==> src/rtl/reservation_station.sv <==
// reservation_station: collapsing-queue reservation station.
// Entry 0 is always the oldest entry. The oldest fully-ready entry is issued,
// and the entries above it shift down one slot on the same edge. Sources that
// are still waiting capture their value from the CDB.
module reservation_station #(
    parameter int unsigned NUM_UOPS      = 32,
    parameter int unsigned XLEN          = 32,
    parameter int unsigned PHYSFILE_SIZE = 256,
    parameter int unsigned ROB_SIZE      = 128,
    parameter int unsigned RSV_SIZE      = 8,
    localparam int unsigned UW = $clog2(NUM_UOPS),
    localparam int unsigned TW = $clog2(PHYSFILE_SIZE),
    localparam int unsigned RW = $clog2(ROB_SIZE),
    localparam int unsigned CW = $clog2(RSV_SIZE + 1),
    localparam int unsigned IW = (RSV_SIZE > 1) ? $clog2(RSV_SIZE) : 1
) (
    input  logic            clk,
    input  logic            rst,
    input  logic            flush,
    input  logic            alloc_in,
    input  logic [UW-1:0]   uop_in,
    input  logic            eoi_in,
    input  logic            op1_rdy_in,
    input  logic            op2_rdy_in,
    input  logic [TW-1:0]   op1_tag_in,
    input  logic [TW-1:0]   op2_tag_in,
    input  logic [XLEN-1:0] op1_val_in,
    input  logic [XLEN-1:0] op2_val_in,
    input  logic [TW-1:0]   dest_tag_in,
    input  logic [31:0]     pc_in,
    input  logic [RW-1:0]   rob_entry_in,
    input  logic            cdb_valid,
    input  logic [TW-1:0]   cdb_tag,
    input  logic [XLEN-1:0] cdb_val,
    input  logic            fu_ready,
    output logic            full_out,
    output logic [CW-1:0]   count_out,
    output logic            issue_valid,
    output logic [UW-1:0]   issue_uop,
    output logic            issue_eoi,
    output logic [XLEN-1:0] issue_op1_val,
    output logic [XLEN-1:0] issue_op2_val,
    output logic [TW-1:0]   issue_dest_tag,
    output logic [31:0]     issue_pc,
    output logic [RW-1:0]   issue_rob_entry
);

    typedef struct packed {
        logic [UW-1:0]   uop;
        logic            eoi;
        logic [XLEN-1:0] val1;
        logic [XLEN-1:0] val2;
        logic [TW-1:0]   dest_tag;
        logic [31:0]     pc;
        logic [RW-1:0]   rob_entry;
    } payload_t;

    typedef struct packed {
        logic          valid;
        logic          rdy1;
        logic [TW-1:0] tag1;
        logic          rdy2;
        logic [TW-1:0] tag2;
        payload_t      pl;
    } entry_t;

    entry_t        ent_q [RSV_SIZE];
    entry_t        ent_d [RSV_SIZE];
    logic [CW-1:0] count_q, count_d;
    logic          issue_valid_q, issue_valid_d;
    payload_t      iss_q, iss_d;

    logic          found;
    logic [IW-1:0] sel;
    logic          fire;
    logic          do_alloc;
    logic [CW-1:0] alloc_pos;
    entry_t        new_ent;
    entry_t        shifted;

    // Select the lowest-index (oldest) entry with both sources ready
    always_comb begin
        found = 1'b0;
        sel   = '0;
        for (int unsigned i = 0; i < RSV_SIZE; i++) begin
            if (!found && ent_q[IW'(i)].valid && ent_q[IW'(i)].rdy1 && ent_q[IW'(i)].rdy2) begin
                found = 1'b1;
                sel   = IW'(i);
            end
        end
    end

    assign fire      = found & fu_ready;
    assign full_out  = (count_q == CW'(RSV_SIZE));
    assign do_alloc  = alloc_in & ~full_out;
    // The tail slot moves down by one when an issue collapses the queue
    assign alloc_pos = count_q - CW'(fire);

    // Build the incoming entry, capturing a same-cycle CDB broadcast for waiting sources
    always_comb begin
        new_ent              = '0;
        new_ent.valid        = 1'b1;
        new_ent.rdy1         = op1_rdy_in;
        new_ent.tag1         = op1_tag_in;
        new_ent.rdy2         = op2_rdy_in;
        new_ent.tag2         = op2_tag_in;
        new_ent.pl.uop       = uop_in;
        new_ent.pl.eoi       = eoi_in;
        new_ent.pl.val1      = op1_val_in;
        new_ent.pl.val2      = op2_val_in;
        new_ent.pl.dest_tag  = dest_tag_in;
        new_ent.pl.pc        = pc_in;
        new_ent.pl.rob_entry = rob_entry_in;
        if (cdb_valid && !op1_rdy_in && (op1_tag_in == cdb_tag)) begin
            new_ent.rdy1    = 1'b1;
            new_ent.pl.val1 = cdb_val;
        end
        if (cdb_valid && !op2_rdy_in && (op2_tag_in == cdb_tag)) begin
            new_ent.rdy2    = 1'b1;
            new_ent.pl.val2 = cdb_val;
        end
    end

    // Next entry array: collapse above the issued slot, then wake up, then append
    always_comb begin
        shifted = '0;
        for (int unsigned j = 0; j < RSV_SIZE; j++) begin
            if (fire && (IW'(j) >= sel)) begin
                shifted = (j + 1 < RSV_SIZE) ? ent_q[IW'(j + 1)] : '0;
            end else begin
                shifted = ent_q[IW'(j)];
            end
            if (cdb_valid && shifted.valid) begin
                if (!shifted.rdy1 && (shifted.tag1 == cdb_tag)) begin
                    shifted.rdy1    = 1'b1;
                    shifted.pl.val1 = cdb_val;
                end
                if (!shifted.rdy2 && (shifted.tag2 == cdb_tag)) begin
                    shifted.rdy2    = 1'b1;
                    shifted.pl.val2 = cdb_val;
                end
            end
            if (do_alloc && (CW'(j) == alloc_pos)) begin
                shifted = new_ent;
            end
            ent_d[IW'(j)] = shifted;
        end
        count_d       = count_q + CW'(do_alloc) - CW'(fire);
        issue_valid_d = fire;
        iss_d         = fire ? ent_q[sel].pl : iss_q;
    end

    // State registers; reset and flush both clear every entry and the issue port
    always_ff @(posedge clk) begin
        if (!rst || flush) begin
            for (int unsigned k = 0; k < RSV_SIZE; k++) begin
                ent_q[IW'(k)] <= '0;
            end
            count_q       <= '0;
            issue_valid_q <= 1'b0;
            iss_q         <= '0;
        end else begin
            ent_q         <= ent_d;
            count_q       <= count_d;
            issue_valid_q <= issue_valid_d;
            iss_q         <= iss_d;
        end
    end

    assign count_out       = count_q;
    assign issue_valid     = issue_valid_q;
    assign issue_uop       = iss_q.uop;
    assign issue_eoi       = iss_q.eoi;
    assign issue_op1_val   = iss_q.val1;
    assign issue_op2_val   = iss_q.val2;
    assign issue_dest_tag  = iss_q.dest_tag;
    assign issue_pc        = iss_q.pc;
    assign issue_rob_entry = iss_q.rob_entry;

endmodule

==> config.mk <==
export PLATFORM = sky130hd
export DESIGN_NAME = reservation_station
export DESIGN_NICKNAME = d
export VERILOG_FILES = /design/src/rtl/reservation_station.sv
export SDC_FILE = /design/constraint.sdc
export NUM_CORES = 2
export LEC_CHECK = 0
export BUFFER_PORTS_ARGS = -buffer_cell sky130_fd_sc_hd__buf_2
export CAP_MARGIN = 20
export CORE_MARGIN = 3
export CORE_UTILIZATION = 62
export CTS_CLUSTER_SIZE = 20
export DETAILED_ROUTE_END_ITERATION = 8
export PLACE_DENSITY_LB_ADDON = 0.2
export SYNTH_ARGS = -nofsm -noshare
export SYNTH_HDL_FRONTEND = slang
export SYNTH_SLANG_ARGS = --single-unit
==> constraint.sdc <==
create_clock -name clk -period 4.2 [get_ports clk]
set_input_delay 0.21 -clock clk [delete_from_list [all_inputs] [get_ports clk]]
set_output_delay 0.21 -clock clk [all_outputs]
set_load 0.05 [all_outputs]
Word-level counts from Yosys, hierarchy flattened
Index checks and enable logic that the tools add are counted.

word-level totals
  bits in registers = 1210
  input bits = 181
  output and inout bits = 123
  word-level logic and storage cells = 344

operators by class
  $add $sub $neg = 3
  order comparisons = 9
  equality and inequality tests = 26
  mux-type cells = 94
  bitwise gates (word level) = 4
  reductions and logical operators = 103

operators with widths
  operator                                                                             number
  136-bit 2-to-1 mux                                                                   16
  32-bit 2-to-1 mux                                                                    18
  64-bit 2-to-1 mux                                                                    8
  136-bit binary-select mux with 3-bit select                                          1
  117-bit 2-to-1 mux                                                                   2
  8-bit equality test                                                                  18
  1-bit logical AND                                                                    67
  1-bit 2-to-1 mux                                                                     43
  1-bit logical NOT                                                                    26
  3-bit 2-to-1 mux                                                                     6
  3-bit by 4-bit equality test with 1-bit output (first input constant)                4
  2-bit nonzero test                                                                   8
  3-bit greater-or-equal comparator (first input constant)                             4
  2-bit by 4-bit equality test with 1-bit output (first input constant)                2
  4-bit by 1-bit subtractor with 4-bit output                                          2
  1-bit by 3-bit greater-or-equal comparator with 1-bit output (first input constant)  2
  2-bit by 3-bit greater-or-equal comparator with 1-bit output (first input constant)  2
  4-bit by 1-bit adder with 4-bit output                                               1
  1-bit by 4-bit equality test with 1-bit output (first input constant)                1
  4-bit equality test (second input constant)                                          1
  4-bit greater-or-equal comparator (second input constant)                            1
  4-bit logical NOT                                                                    1
  3-bit NOT with 4-bit output                                                          1
  1-bit bitwise AND                                                                    2
  2 further kinds                                                                      2

Longest topological paths before layout
  word-level depth = 46
  depth in mapped cells = 17
  gate-level depth less buffers = 13

Least setup slack after synthesis
No wires, ideal clock.

  path kind = register -> register
  start point = reg ent_q[814] (netlist bit)
  end point = reg ent_q[100] (netlist bit)
  setup time = 0.086 ns
  data arrival time = 3.480 ns
  required time = 4.114 ns
  slack = 0.635 ns
  cell stages (with the launch flop) = 18
  path buffers = 4
  period minus slack after synthesis = 3.565 ns
  cell sequence = dfxtp_1 > nand3_1 > nand4_2 > o21ai_1 > inv_2 > buf_2 > ha_1 > o21ai_0 > xor2_1 > nor2b_1 > nand2_1 > nor3_1 > clkbuf_1 > clkbuf_1 > clkbuf_1 > a21oi_1 > mux2_1 > a211oi_1

between the ends
  word-level cells in the longest chain between the ends = 36
  elaborated cells between the ends (all ways) = 48
  those cells by class = add/sub (1); order compare (1); eq/ne (2); mux (16); bitwise (1); reduce/logical (27)

ends and longest elaborated chain
  item                                                             line  source
  start: declaration                                               67    entry_t ent_q [RSV_SIZE];
  start signal: assignment                                         163   ent_q <= ent_d;
  1-bit logical AND (*) (2 in a row)                               86    if (!found && ent_q[IW'(i)].valid && ent_q[IW'(i)].rdy1 && ent_q[IW'(i)].rdy2) begin
  1-bit 2-to-1 mux (*)                                             86
  1-bit logical NOT                                                86
  1-bit logical AND (3 in a row)                                   86
  1-bit 2-to-1 mux (*)                                             86
  1-bit logical NOT                                                86
  1-bit logical AND (3 in a row)                                   86
  1-bit 2-to-1 mux (*)                                             86
  (+16 left out)                                                   n/a
  named net fire                                                   75    logic fire;
  1-bit logical AND                                                128   if (fire && (IW'(j) >= sel)) begin
  136-bit 2-to-1 mux                                               128
  8-bit equality test / 1-bit logical NOT (equally long branches)  134   if (!shifted.rdy1 && (shifted.tag1 == cdb_tag)) begin
  1-bit logical AND                                                134
  32-bit 2-to-1 mux                                                134
  64-bit 2-to-1 mux                                                133   if (cdb_valid && shifted.valid) begin
  136-bit 2-to-1 mux (*)                                           143   if (do_alloc && (CW'(j) == alloc_pos)) begin

The timed path passes the listed nets; every way through them passes the cells marked *. The select of a mux whose other input is x is not followed.
A chain may end at the register's enable or synchronous reset.

Worst setup path in the final report
  start point = reg ent_q[135] (netlist bit)
  end point = reg ent_q[1011] (netlist bit)

between the ends
  word-level cells in the longest chain between the ends = 12
  elaborated cells between the ends (all ways) = 19
  those cells by class = add/sub (1); order compare (1); eq/ne (1); mux (6); bitwise (1); reduce/logical (9)

ends and longest elaborated chain
  item                                                                                                      line     source
  1-bit logical AND (*) (3 in a row)                                                                        86
  3-bit 2-to-1 mux / 1-bit 2-to-1 mux (equally long branches)                                               86
  1-bit by 3-bit greater-or-equal comparator with 1-bit output / 1-bit bitwise AND (equally long branches)  128, 93
  1-bit logical AND                                                                                         128
  136-bit 2-to-1 mux                                                                                        128
  8-bit equality test / 1-bit logical NOT (equally long branches)                                           138      if (!shifted.rdy2 && (shifted.tag2 == cdb_tag)) begin
  1-bit logical AND                                                                                         138
  32-bit 2-to-1 mux                                                                                         138
  64-bit 2-to-1 mux                                                                                         133
  136-bit 2-to-1 mux (*)                                                                                    143

Mark *: on every way between the ends. The rest lies on a longest branch, timed or not. The select of a mux whose other input is x is not followed.

==> impl_results.md <==
* Core area at 102,600 um^2
* Primary FF master, synth: dfxtp_1
* Count of final max-slew check failures at 0
* Initial antenna violation count at 6
* Minimum clock period at 4.061 ns
* PortBufs at 303
* Run status: finished clean
* Max-slew headroom at 0.2442
* CP startpoint kind: register
* Top delay family on crit path: simple AND/OR/NAND/NOR gates
* Final cycle utilization of the critical path at 0.9670
* CTS buffer count at between 100 and 150
* Worst-Skew Late Latency at 0.76 ns
* Crit path cell chain: nand3_1, nand4_1, o21ai_4, inv_2, ha_1, o21ai_0, xor2_1, nand2b_1, nor2_1, and3_1, nand2_4, o22ai_1
* Placed cell area at 66,950 um^2
* GPL Wtd Cong at 0.9015
* Layout cell share with drive strength beyond 1 at 0.1572
* Area Growth Syn to Fin at 13.26%
* Largest stage delay, worst path at between 0.6 and 0.7 ns
* Width of the die at between 300 and 400 um
* Row cnt at 117
* Gr ovfl total at 0
* Crit path kind: register to register
* DRT iter0 DRCs at about 8,400
* Synth Cell Area at 64,720 um^2
* Top cell type's share of synthesized area at 0.3743
* Die Height at 329.1 um
* FF-to-FF setup slack at 0.14 ns
* Ys async rst share at 0
* Clock tree buffer depth at 3
* Critical Path RT at 4.83 ns
* Largest net degree at the start of global routing at 147
* Critical path buffer and inverter count at 1
* Via density at between 7 and 8
* First-pass GRT wire length at 347.1 mm
* Clk sinks at around 1,200
* Syn Nets at 7,498
* Syn_area_per_cell at a little under 9 um^2
* Hold crit path type: primary input to register
* CTS tree: built
* Worst r2r src: ent_q[135]$_SDFF_PP0_
* Largest area contributor in the netlist: dfxtp_1
* DRT Pass-1 Iters at 9
* Placed cells at 8,274
* Sequential share of the synthesized area at 0.3743
* Worst endpoint data arrival time at 4.70 ns
* Worst-Margin Slew at about 1.1 ns
* Critical-path maximum fanout at between 60 and 70
* Fin. Hold Viols at 0
* Sequential cell area at 24,220 um^2
* Via count at 62,556
* Synthesized flop and latch total at 1,210
* Final setup TNS at 0 ns
* Fillcell total at between 7,000 and 8,000
* Synth warnings at 0
* Distinct cells, synth at 59
* Synth top area cells: dfxtp_1 37%, mux2i_1 8.6%, mux4_2 8.1%, a211oi_1 7.2%, nand2_1 5.4%
* Clock transition at the registers of the reported paths at 0.07 ns
* Max Cap Viol at 0
* Worst hold slack at ~0.020 ns
* Die area at ~110,000 um^2
* Root Buffer: clkbuf_16
* DP HPWL at 126.3 mm
* Final setup fails at 0
* Total GRT Usage at 0.4043
* Post-Route WL at about 230 mm
* CP Launch Point: ent_q[135]$_SDFF_PP0_
* Pwr dens at about 340 nW/um^2
* H-tree depth at 4
* Final #Nets at approximately 7,400
* Non-filler instance count after layout at 8,717
* WL/cell at 26.28 um
* # DRC at 0
* Starting Density at 0.6307
* Post-synthesis cell count at between 7,000 and 8,000
* Fmax at 0.2462 GHz
* Post-route design area at 73,300 um^2
* Clk_skew at 0.02814 ns
* Worst VDD drop at 0.0003700 V
* ANT nets after route at 0
* Area of the multi-input gates at ~37,000 um^2
* P_leak at 29.36 nW
* CP max stage cell: nand2_4
* IO Count at 304
* Vias in the first global route at about 60,000
* Post-synth EDFFs at 0
* Total Power at 25.01 mW
* Hold Startpoint: op1_val_in[29]
* CP Capture Type: register
==> final cells by class <==
type / instances / share of cell area
clock buffers: 211 / 0.05568
well taps: 1368 / 0.02335
diodes: 15 / 0.0005121
clock inverters: 24 / 0.003499
inverters: 46 / 0.002356
multi-input cells: 5175 / 0.5065
repair buffers: 668 / 0.07760
flip-flops and latches: 1210 / 0.3305
==> where the power goes <==
part           total [mW]  internal (mW)  switching, mW
combinational        1.54          0.506           1.04
clock                11.8           6.95           4.90
sequential           11.6           11.6         0.0559
==> metrics by stage <==
stage / setup WS (ns) / utilization
floorplan: 0.6346 / -
global placement: 0.4874 / 0.6524
detailed placement: 0.3960 / 0.6524
CTS: 0.01392 / 0.7126
global route: -0.01987 / 0.7139
finish: 0.1386 / 0.7143
==> worst reg2reg max path, delay by kind of cell (launching register included) <==
family                   cells  cell delay (ns)
AND/OR/NAND/NOR              6             2.10
AO/OA/AOI/OAI                3             0.98
flip-flops                   1             0.35
XOR/XNOR                     1             0.25
adder cells (fa/ha/maj)      1             0.20
buffers and inverters        1             0.07
==> cells in the final DEF (no fill, tap or decap), drive strengths merged, types with 55 or more instances in the layout <==
cell,n
a21oi,322
o21ai,105
o221ai,64
o22ai,67
buf,484
dfxtp,1210
a22oi,186
xnor2,102
nand2,930
a211oi,622
nand4,209
mux2,167
clkbuf,212
nand3,303
mux2i,554
mux4,234
nor2,724
o211a,64
o31ai,128
nor3,55
dlygate4sd3,183
a311oi,162
==> logic make-up (layout without fill, tap and decap cells) <==
kind of cell               count (synthesis)  in the layout  synth area share
adders and majority gates                 10             10          0.002049
buffers and inverters                    923            949           0.05838
muxes                                    955            955            0.1962
DFF                                     1210           1210            0.3743
xor gates and xnor gates                 139            139           0.01881
AOI/OAI and AO/OA                       1779           1779            0.1987
and+or+nand+nor                         2291           2292            0.1516
other                                      0             15                 0
==> sequential cells by signal (all words and copies together) (netlist names) <==
register and cells:
issue_eoi 1, issue_valid 1, issue_op2_val 32, count_out 4
issue_dest_tag 8, issue_rob_entry 7, issue_pc 32, ent_q 1088
issue_uop 5, issue_op1_val 32
==> Yosys cell counts (44+ instances only) <==
cell,instances
mux2i_1,554
o21ai_0,89
buf_1,83
mux4_2,234
clkbuf_2,53
clkbuf_1,618
o211a_1,64
xnor2_1,102
a211oi_1,622
o22ai_1,67
dfxtp_1,1210
nand3_1,303
buf_2,99
a22oi_1,186
nor3_1,55
nor2_1,724
nand4_1,208
a311oi_1,162
o31ai_1,128
mux2_2,153
inv_1,44
nand2_1,930
a21oi_1,322
==> final timing paths <==
check | end | depth (start not counted)
min | ent_q[1060]$_SDFF_PP0_ | 3
max | ent_q[1011]$_SDFF_PP0_ | 12
min reg2reg | issue_op2_val[30]$_SDFFE_PP0P_ | 2
max reg2reg | ent_q[1011]$_SDFF_PP0_ | 12
==> metal layers <==
layer  share of wire  track usage  vias to the layer above
met5         0.00095      0.01242                        -
met4           0.065       0.2282                       10
met1            0.37       0.5104                    29820
met2            0.44       0.6378                     4595
li1                -            -                    26963
met3            0.12      0.09364                     1168
==> repair_timing <==
action / in CTS / in global routing
resized for setup: 0 / 9
hold buffers: 183 / 0
endpoints found under the hold margin: 912 / 0
endpoints found under the setup margin: 0 / 31
setup buffers: 0 / 7
Power figures use the tool's default switching activity.
